### src/rtl/mem_arbiter_pkg.sv
// Shared CPU definitions for the memory arbiter: FSM states, owner
// encoding, busy-counter width and the grant selection helper.
package mem_arbiter_pkg;

    localparam int CNT_W = 8;

    typedef enum logic [1:0] {
        ST_IDLE   = 2'd0,
        ST_I_BUSY = 2'd1,
        ST_D_BUSY = 2'd2,
        ST_DONE   = 2'd3
    } arb_state_e;

    typedef enum logic {
        OWNER_I = 1'b0,
        OWNER_D = 1'b1
    } owner_e;

    // On a tie the requester that was not served last wins; a lone request
    // always wins.
    function automatic owner_e pick_owner(input logic i_req,
                                          input logic d_req,
                                          input owner_e last_grant);
        if (i_req && d_req) begin
            return (last_grant == OWNER_I) ? OWNER_D : OWNER_I;
        end else if (d_req) begin
            return OWNER_D;
        end
        return OWNER_I;
    endfunction

endpackage

### src/rtl/mem_arbiter_mux2.sv
// Two-input selector used to steer the latched fetch/data registers onto
// the memory bus.
module Mux2 #(
    parameter int W = 32
) (
    input  logic [W-1:0] in0,
    input  logic [W-1:0] in1,
    input  logic         sel,
    output logic [W-1:0] out
);

    assign out = sel ? in1 : in0;

endmodule

### src/rtl/mem_arbiter.sv
// Arbiter sharing one single-port memory between the fetch (I) and data (D)
// requesters. One transaction at a time: grant, hold the bus until the
// memory answers or the busy counter times out, then pulse the owner's ack.
module mem_arbiter
    import mem_arbiter_pkg::*;
#(
    parameter int TIMEOUT = 255
) (
    input  logic        clk,
    input  logic        rst,
    input  logic        i_req,
    input  logic [31:0] i_addr,
    output logic        i_ack,
    input  logic        d_req,
    input  logic        d_wen,
    input  logic [31:0] d_addr,
    input  logic [31:0] d_wdata,
    output logic        d_ack,
    output logic [31:0] rdata,
    output logic        err,
    output logic        mem_cen,
    output logic        mem_wen,
    output logic [31:0] mem_addr,
    output logic [31:0] mem_wdata,
    input  logic [31:0] mem_rdata,
    input  logic        mem_ready
);

    localparam logic [CNT_W-1:0] TIMEOUT_CNT = CNT_W'(TIMEOUT);
    localparam logic [31:0]      NO_WDATA    = '0;

    arb_state_e       state_q, state_d;
    owner_e           owner_q, owner_d;
    owner_e           last_grant_q, last_grant_d;
    logic [CNT_W-1:0] cnt_q, cnt_d;
    logic [31:0]      i_addr_q, i_addr_d;
    logic [31:0]      d_addr_q, d_addr_d;
    logic [31:0]      wdata_q, wdata_d;
    logic             wen_q, wen_d;
    logic             cen_q, cen_d;
    logic [31:0]      rdata_q, rdata_d;
    logic             i_ack_q, i_ack_d;
    logic             d_ack_q, d_ack_d;
    logic             err_q, err_d;
    logic             finish;

    // Next-state logic: grant in IDLE, wait for ready or timeout in BUSY,
    // pulse the owner's ack in DONE.
    always_comb begin
        state_d      = state_q;
        owner_d      = owner_q;
        last_grant_d = last_grant_q;
        cnt_d        = cnt_q;
        i_addr_d     = i_addr_q;
        d_addr_d     = d_addr_q;
        wdata_d      = wdata_q;
        wen_d        = wen_q;
        cen_d        = cen_q;
        rdata_d      = rdata_q;
        i_ack_d      = 1'b0;
        d_ack_d      = 1'b0;
        err_d        = 1'b0;
        finish       = 1'b0;

        case (state_q)
            ST_IDLE: begin
                if (i_req || d_req) begin
                    owner_d = pick_owner(i_req, d_req, last_grant_q);
                    cnt_d   = '0;
                    cen_d   = 1'b1;
                    if (owner_d == OWNER_D) begin
                        state_d  = ST_D_BUSY;
                        d_addr_d = d_addr;
                        wdata_d  = d_wdata;
                        wen_d    = d_wen;
                    end else begin
                        state_d  = ST_I_BUSY;
                        i_addr_d = i_addr;
                        wen_d    = 1'b0;
                    end
                end
            end
            ST_I_BUSY, ST_D_BUSY: begin
                if (mem_ready) begin
                    rdata_d = mem_rdata;
                    finish  = 1'b1;
                end else if (cnt_q == TIMEOUT_CNT) begin
                    rdata_d = '0;
                    err_d   = 1'b1;
                    finish  = 1'b1;
                end else begin
                    cnt_d = cnt_q + 1'b1;
                end
                if (finish) begin
                    state_d      = ST_DONE;
                    last_grant_d = owner_q;
                    cen_d        = 1'b0;
                    wen_d        = 1'b0;
                    i_ack_d      = (owner_q == OWNER_I);
                    d_ack_d      = (owner_q == OWNER_D);
                end
            end
            ST_DONE: begin
                state_d = ST_IDLE;
            end
            default: begin
                state_d = ST_IDLE;
            end
        endcase
    end

    // State and registered outputs; reset abandons any transaction in flight.
    always_ff @(posedge clk or posedge rst) begin
        if (rst) begin
            state_q      <= ST_IDLE;
            owner_q      <= OWNER_I;
            last_grant_q <= OWNER_I;
            cnt_q        <= '0;
            i_addr_q     <= '0;
            d_addr_q     <= '0;
            wdata_q      <= '0;
            wen_q        <= 1'b0;
            cen_q        <= 1'b0;
            rdata_q      <= '0;
            i_ack_q      <= 1'b0;
            d_ack_q      <= 1'b0;
            err_q        <= 1'b0;
        end else begin
            state_q      <= state_d;
            owner_q      <= owner_d;
            last_grant_q <= last_grant_d;
            cnt_q        <= cnt_d;
            i_addr_q     <= i_addr_d;
            d_addr_q     <= d_addr_d;
            wdata_q      <= wdata_d;
            wen_q        <= wen_d;
            cen_q        <= cen_d;
            rdata_q      <= rdata_d;
            i_ack_q      <= i_ack_d;
            d_ack_q      <= d_ack_d;
            err_q        <= err_d;
        end
    end

    Mux2 #(.W(32)) u_addr_mux (
        .in0 (i_addr_q),
        .in1 (d_addr_q),
        .sel (owner_q == OWNER_D),
        .out (mem_addr)
    );

    Mux2 #(.W(32)) u_wdata_mux (
        .in0 (NO_WDATA),
        .in1 (wdata_q),
        .sel (owner_q == OWNER_D),
        .out (mem_wdata)
    );

    assign mem_cen = cen_q;
    assign mem_wen = wen_q;
    assign rdata   = rdata_q;
    assign i_ack   = i_ack_q;
    assign d_ack   = d_ack_q;
    assign err     = err_q;

endmodule

### config.mk
export PLATFORM = sky130hd
export DESIGN_NAME = mem_arbiter
export DESIGN_NICKNAME = d
export VERILOG_FILES = /design/src/rtl/mem_arbiter_pkg.sv /design/src/rtl/mem_arbiter_mux2.sv /design/src/rtl/mem_arbiter.sv
export SDC_FILE = /design/constraint.sdc
export NUM_CORES = 1
export LEC_CHECK = 0
export ABC_AREA = 0
export BUFFER_PORTS_ARGS = -buffer_cell sky130_fd_sc_hd__buf_2
export CAP_MARGIN = 20
export CORE_ASPECT_RATIO = 0.5
export CORE_UTILIZATION = 30
export DETAILED_ROUTE_END_ITERATION = 10
export HOLD_SLACK_MARGIN = 0.03
export PLACE_DENSITY_LB_ADDON = 0.05
export SLEW_MARGIN = 30
export SYNTH_ARGS = -nofsm -noshare
export SYNTH_HDL_FRONTEND = slang
export SYNTH_SLANG_ARGS = --single-unit
### constraint.sdc
create_clock -name clk -period 10.02 [get_ports clk]
set_input_delay 0.501 -clock clk [delete_from_list [all_inputs] [get_ports clk]]
set_output_delay 0.501 -clock clk [all_outputs]
set_load 0.02 [all_outputs]
==> results of run 1 <==
## sequential cells by signal, indices dropped and copies added (netlist names)
signal,cells
mem_wen,1
state_q,2
owner_q,1
i_addr_q,32
wdata_q,32
err,1
cnt_q,8
i_ack,1
mem_cen,1
d_addr_q,32
d_ack,1
rdata,32
last_grant_q,1
## power by group
| group | switching (uW) | internal [uW] | total, uW |
|---|---|---|---|
| Clock | 257 | 450 | 706 |
| Combinational | 718 | 604 | 1320 |
| Sequential | 157 | 872 | 1030 |
## per-layer routing
| layer | part of all wire | global-route usage | wire, um | up-vias |
|---|---|---|---|---|
| met5 | 0.00082 | 0 | 13 | - |
| li1 | - | - | - | 2046 |
| met2 | 0.46 | 0.231 | 7300 | 121 |
| met4 | 0.0074 | 0.0425 | 117 | 2 |
| met3 | 0.068 | 0.0536 | 1080 | 12 |
| met1 | 0.46 | 0.204 | 7360 | 2167 |
## kinds of logic (layout without fill, tap and decap cells)
logic type | after synthesis | count (layout)
simple gates | 69 | 69
mux | 132 | 132
buf+inv | 33 | 278
compound gates | 57 | 57
flops | 145 | 145
fa+ha+maj | 3 | 3
## metrics by stage
| step | setup WS [ps] | hold WS (ps) | instance area (um2) |
|---|---|---|---|
| 6_report | 7270 | 208 | 8310 |
| 4_1_cts | 7190 | 259 | 8310 |
| 2_1_floorplan | 5620 | 464 | 6230 |
| 3_3_place_gp | 7300 | 477 | 7660 |
| 3_5_place_dp | 7250 | 479 | 7660 |
| 5_1_grt | 7070 | 278 | 8310 |
## cells in the final DEF (no fill, tap or decap), types with 5 or more instances in the layout
master     Yosys  routed
buf_2          9     234
dfrtp_1      145     144
mux2_2       129     129
and2_1        34      34
a22o_1        32      32
clkbuf_16      0      17
nand2_1       10      10
buf_4          6       6
inv_1          6       5
o21ai_0        5       5
nand3_1        5       5
bufinv_16      0       5
## final timing paths
kind                                    from           end  slack [ps]  cells past startpoint
worst max-delay path                 owner_q  mem_addr[14]        7270                      3
worst min-delay path                     rst     rdata[25]         210                      2
worst max register to register    state_q[0]    wdata_q[4]        7310                      6
worst min register to register     rdata[27]     rdata[27]         490                      1
max in group asynchronous                rst       owner_q        8440                      3
min in group clk                mem_rdata[2]      rdata[2]         300                      2
## worst max-delay path: cells and delay by family (launching register included)
kind                   cells  cell delay (ps)
muxes                      1              410
DFF                        1              720
buffers and inverters      2              700
## area by class of cell
cell class / count / area, um2 / share of cell area
Clock buffer: 19 / 443 / 0.0533
Multi-Input combinational cell: 261 / 2450 / 0.295
Timing Repair Buffer: 240 / 1220 / 0.146
Sequential cell: 145 / 3630 / 0.437
Tap cell: 266 / 333 / 0.0400
Clock inverter: 13 / 209 / 0.0251
Inverter: 6 / 27.5 / 0.00331
==> qor.txt, run 1 <==
Clock slew at reported path FFs - 70 ps
Crit share post-route - 0.274
List of most frequent post-synthesis cells - 145 x dfrtp_1, 129 x mux2_2, 34 x and2_1, 32 x a22o_1, 10 x nand2_1
Max incr delay on CP - 720 ps
Gr ovfl total - 0
I/O Buffers - 234
Final setup viols - 0
Largest net degree at the start of global routing - 87
Status - finished, final reports clean
CP Cell Sequence - buf_4, mux2_2, buf_2
Mapped Avg Cell Area - 14.2 um2
DR vias/cell - 4.58
EDFF count, synth - 0
H-Tree Depth - 4
Detail Route Antenna Nets - 0
CTS tree - built
Area grow syn2layout - 33.3%
F_max - 364 MHz
Synthesized Nets - 576
Final Hold Vio Count - 0
Residual DRC - 0
Compound-Gate Fraction of Synth Area - 0.0785
Die H - 104 um
Clock Latency Late Sink - 410 ps
Simple-gate share of the synthesized area - 0.0676
Leakage power - 0.00405 uW
Worst Hold Class - input pin to asynchronous set/reset pin
Die area - 21,400 um2
Largest area contributor in the netlist - dfrtp_1
Clock Sink Count - 145
Total power - 3060 uW
Slew Viols, Final - 0
Placer Congestion - 0.720
Unrepaired setup endpoints after global routing - no
Most frequent cell after synthesis - dfrtp_1
Ports - 235
Actual slew at the worst max-slew pin - 814 ps
Die width - 206 um
Post-Route WL - 15,900 um
Vias in the first global route - 4,428
Setup repair bufs after CTS - 0
Share of layout cells above drive strength 1 - 0.605
CTS resizes - 0
Critical path's slowest cell - dfrtp_2
Yosys reg bits - 145
WP data required - 9520 ps
Share of the synthesized area in the top cell type - 0.582
CTS max path bufs - 2
N_diodes - 0
Final layout net count - 808
Mapped cell area - 6230 um2
Async set or reset register ratio after synthesis - 1.00
Worst clock skew - 10.7 ps
Slew headroom - 0.457
Fillers - 1,921
Primary FF master, synth - dfrtp_1
Total iterations of the first detailed-routing run - 4
Num CTS Buffers - 17
Critical Path AT - 2250 ps
Placed cell count - 918
Via count - 4,348
Synth top area cells - dfrtp_1 58%, mux2_2 23%, a22o_1 4.5%
GRT Total Usage - 0.152
Root Driver - clkbuf_16
Initial antenna violation count - 1
Setup crit end kind - primary output
Pwr Density - 368 nW/um2
Ys Warns - 0
Sequential cell area fraction in the yosys report - 0.582
Total negative slack - 0 ps
Peak supply drop - 0.135 mV
Maxcap violations - 0
Final Util - 0.417
Synth unique cells - 45
Row Count - 36
Critical Path Source Type - flop
Synth Area in XOR/XNOR - 0
Post-DP HPWL - 10,800 um
Critical-path maximum fanout - 34
Initial DRC count - 123
Adder-cell share of the synthesized area - 0.00602
Mux cell area share after synthesis - 0.238
Crit Path Category - flop to primary output
Synth Instances - 439
CORE AREA - 19,900 um2
Final min period - 2750 ps
WL/cell - 16.7 um
Fin cells - 950
Initial Util - 0.313
First-pass GRT wire length - 24,900 um
Main combinational cell family by area after synthesis - multiplexers
# hold bufs at CTS - 0
No activity file was read; power rests on OpenSTA's default activity.
==> run 2, diff against run 1 <==
==> constraint.sdc (replaced) <==
create_clock -name clk -period 2.88 [get_ports clk]
set_input_delay 0.144 -clock clk [delete_from_list [all_inputs] [get_ports clk]]
set_output_delay 0.144 -clock clk [all_outputs]
set_load 0.02 [all_outputs]
==> run 2 against run 1 <==
Net effect:
- final cell count up 14%
- via count up 11%
- final area up 16%
- clock-buffer cell count unchanged
- worst setup slack worse by 6500 ps
- total power rose to 3.5 times the previous value
- critical endpoint is now wdata_q[18]
- largest power group unchanged
==> qor.txt, run 2 (synthesis gave the netlist of run 1 again) <==
Status - finished, final reports clean
Die width - 206 um (unchanged)
Unrepaired setup endpoints after global routing - no
DR vias/cell - 4.43 (-3.3%)
Pwr Density - 1110 nW/um2 (+200%)
CP Cell Sequence - inv_1, ha_1, nand2_1, a21oi_4, buf_12, mux2_2
Crit Path Category - flop to flop
Critical Path Source Type - flop
Most common cell after layout, fill and taps aside - buf_2
Largest net degree at the start of global routing - 66 (-24%)
Area grow syn2layout - 54.5%
Peak supply drop - 0.457 mV (+240%)
Actual slew at the worst max-slew pin - 610 ps (-204 ps)
CTS max path bufs - 2 (unchanged)
Worst clock skew - 5.61 ps (-5.13 ps)
Slew headroom - 0.594 (+0.136)
Root Driver - clkbuf_16
Final layout net count - 943 (+17%)
Final setup viols - 0 (unchanged)
Die H - 104 um (unchanged)
Final min period - 2060 ps
CTS tree - built
Slew Viols, Final - 0 (unchanged)
Critical-path maximum fanout - 65 (+91%)
Initial antenna violation count - 1 (unchanged)
Met1 Resource Use GR - 0.214 (+0.0104)
Maxcap violations - 0 (unchanged)
Crit share post-route - 0.717
Fillers - 1,810 (-5.8%)
Max incr delay on CP - 390 ps (-330 ps)
Setup crit end kind - flop
Setup repair bufs after CTS - 0 (unchanged)
Critical path's slowest cell - ha_1
Fin cells - 1,086 (+14%)
Met2 usage - 0.250 (+0.0190)
Worst Hold Class - input pin to flop
Residual DRC - 0 (unchanged)
Grt peak-use layer - met2
Clock Latency Late Sink - 420 ps (about the same)
M3 GR Usage - 0.0476 (-0.00595)
Leakage power - 0.00460 uW (+13%)
Critical Path AT - 2370 ps (+120 ps)
F_max - 484 MHz
CORE AREA - 19,900 um2 (unchanged)
Total negative slack - 0 ps (unchanged)
Commonest non-fill, non-tap cells in the layout - 234 x buf_2, 144 x dfrtp_1, 130 x dlygate4sd3_1
Initial Util - 0.313 (unchanged)
Clock slew at reported path FFs - 60 ps (about the same)
Post-DP HPWL - 11,000 um (+1.6%)
Initial DRC count - 145 (+18%)
Total iterations of the first detailed-routing run - 4 (unchanged)
I/O Buffers - 234 (unchanged)
H-Tree Depth - 4 (unchanged)
Final Hold Vio Count - 0 (unchanged)
Placer Congestion - 0.741 (+2.9%)
GRT Total Usage - 0.163 (+0.0105)
Vias in the first global route - 5,070 (+14%)
WL/cell - 15.6 um (-6.7%)
Area of the multi-input gates - 2450 um2 (unchanged)
Via count - 4,806 (+11%)
Row Count - 36 (unchanged)
Num CTS Buffers - 17 (unchanged)
Post-Route WL - 16,900 um (+6.6%)
Ports - 235 (unchanged)
Detail Route Antenna Nets - 0 (unchanged)
First-pass GRT wire length - 26,600 um (+6.9%)
Die area - 21,400 um2 (unchanged)
Placed cell count - 923 (+0.54%)
Register Area - 3630 um2 (unchanged)
WP data required - 3180 ps (-6340 ps)
Clock Sink Count - 145 (unchanged)
Gr ovfl total - 0 (unchanged)
Share of layout cells above drive strength 1 - 0.512 (-0.0937)
run 2: changes by cell type in the layout (fill, tap and decap cells not counted):
cell	change
clkinv_2	+1
buf_12	+2
bufinv_16	-2
dlygate4sd3_1	+130
buf_4	+3
diode_2	+1
clkinvlp_4	+2
inv_6	-1
run 2: per-layer routing:
layer,vias up,part of all wire,routed length [um]
met3,19,0.053,901
met2,125,0.45,7630
met4,0,0.017,280
met5,-,0,0
li1,2324,-,-
met1,2338,0.48,8110
run 2: critical path, delay by kind of cell, from the launching register on:
family | cells | cell delay, ps
flip-flops | 1 | 360
AO/OA/AOI/OAI | 1 | 170
buffers and inverters | 2 | 440
AND/OR/NAND/NOR | 1 | 180
multiplexers | 1 | 390
adder cells (fa/ha/maj) | 1 | 390
run 2: path summary, 6_finish.rpt:
check	start	endpoint	slack, ps	cells after the start
setup reg to reg	state_q[0]	wdata_q[18]	820	6
setup / recovery	state_q[0]	wdata_q[18]	820	6
min in group asynchronous	rst	rdata[21]	260	3
hold / removal	mem_ready	err	60	3
max in group asynchronous	rst	owner_q	1690	4
hold reg to reg	state_q[1]	state_q[1]	490	1
run 2: stage by stage:
step / hold slack (ps) / instance area [um2] / power (uW) / setup WS, ps / utilization
finish: 56.7 / 9630 / 10700 / 816 / 0.484
global route: 43.1 / 9630 / 11400 / 688 / 0.484
CTS: 38.0 / 9630 / 10800 / 786 / 0.483
detailed placement: 140 / 7720 / 8350 / 834 / 0.388
global placement: 136 / 7720 / 8310 / 874 / 0.388
floorplan: 284 / 6240 / 6870 / 917 / -
run 2: power by group:
group          switching (uW)  leakage (uW)  internal, uW
registers                 542       0.00176          3040
clock network             894      0.000285          1390
logic                    2560       0.00256          2260
run 2: repair_timing:
action,4_1_cts,5_1_grt
hold buffers,130,0
endpoints found under the hold margin,139,0
gates resized for setup,0,0
run 2: final cells by class:
type                       instances  share of cell area
tap                              266              0.0346
antenna                            1            0.000260
timing repair buffer             375               0.268
inverter                           6             0.00273
clock inverter                    13              0.0168
sequential                       145               0.377
clock buffer                      19              0.0460
multi-input combinational        261               0.255
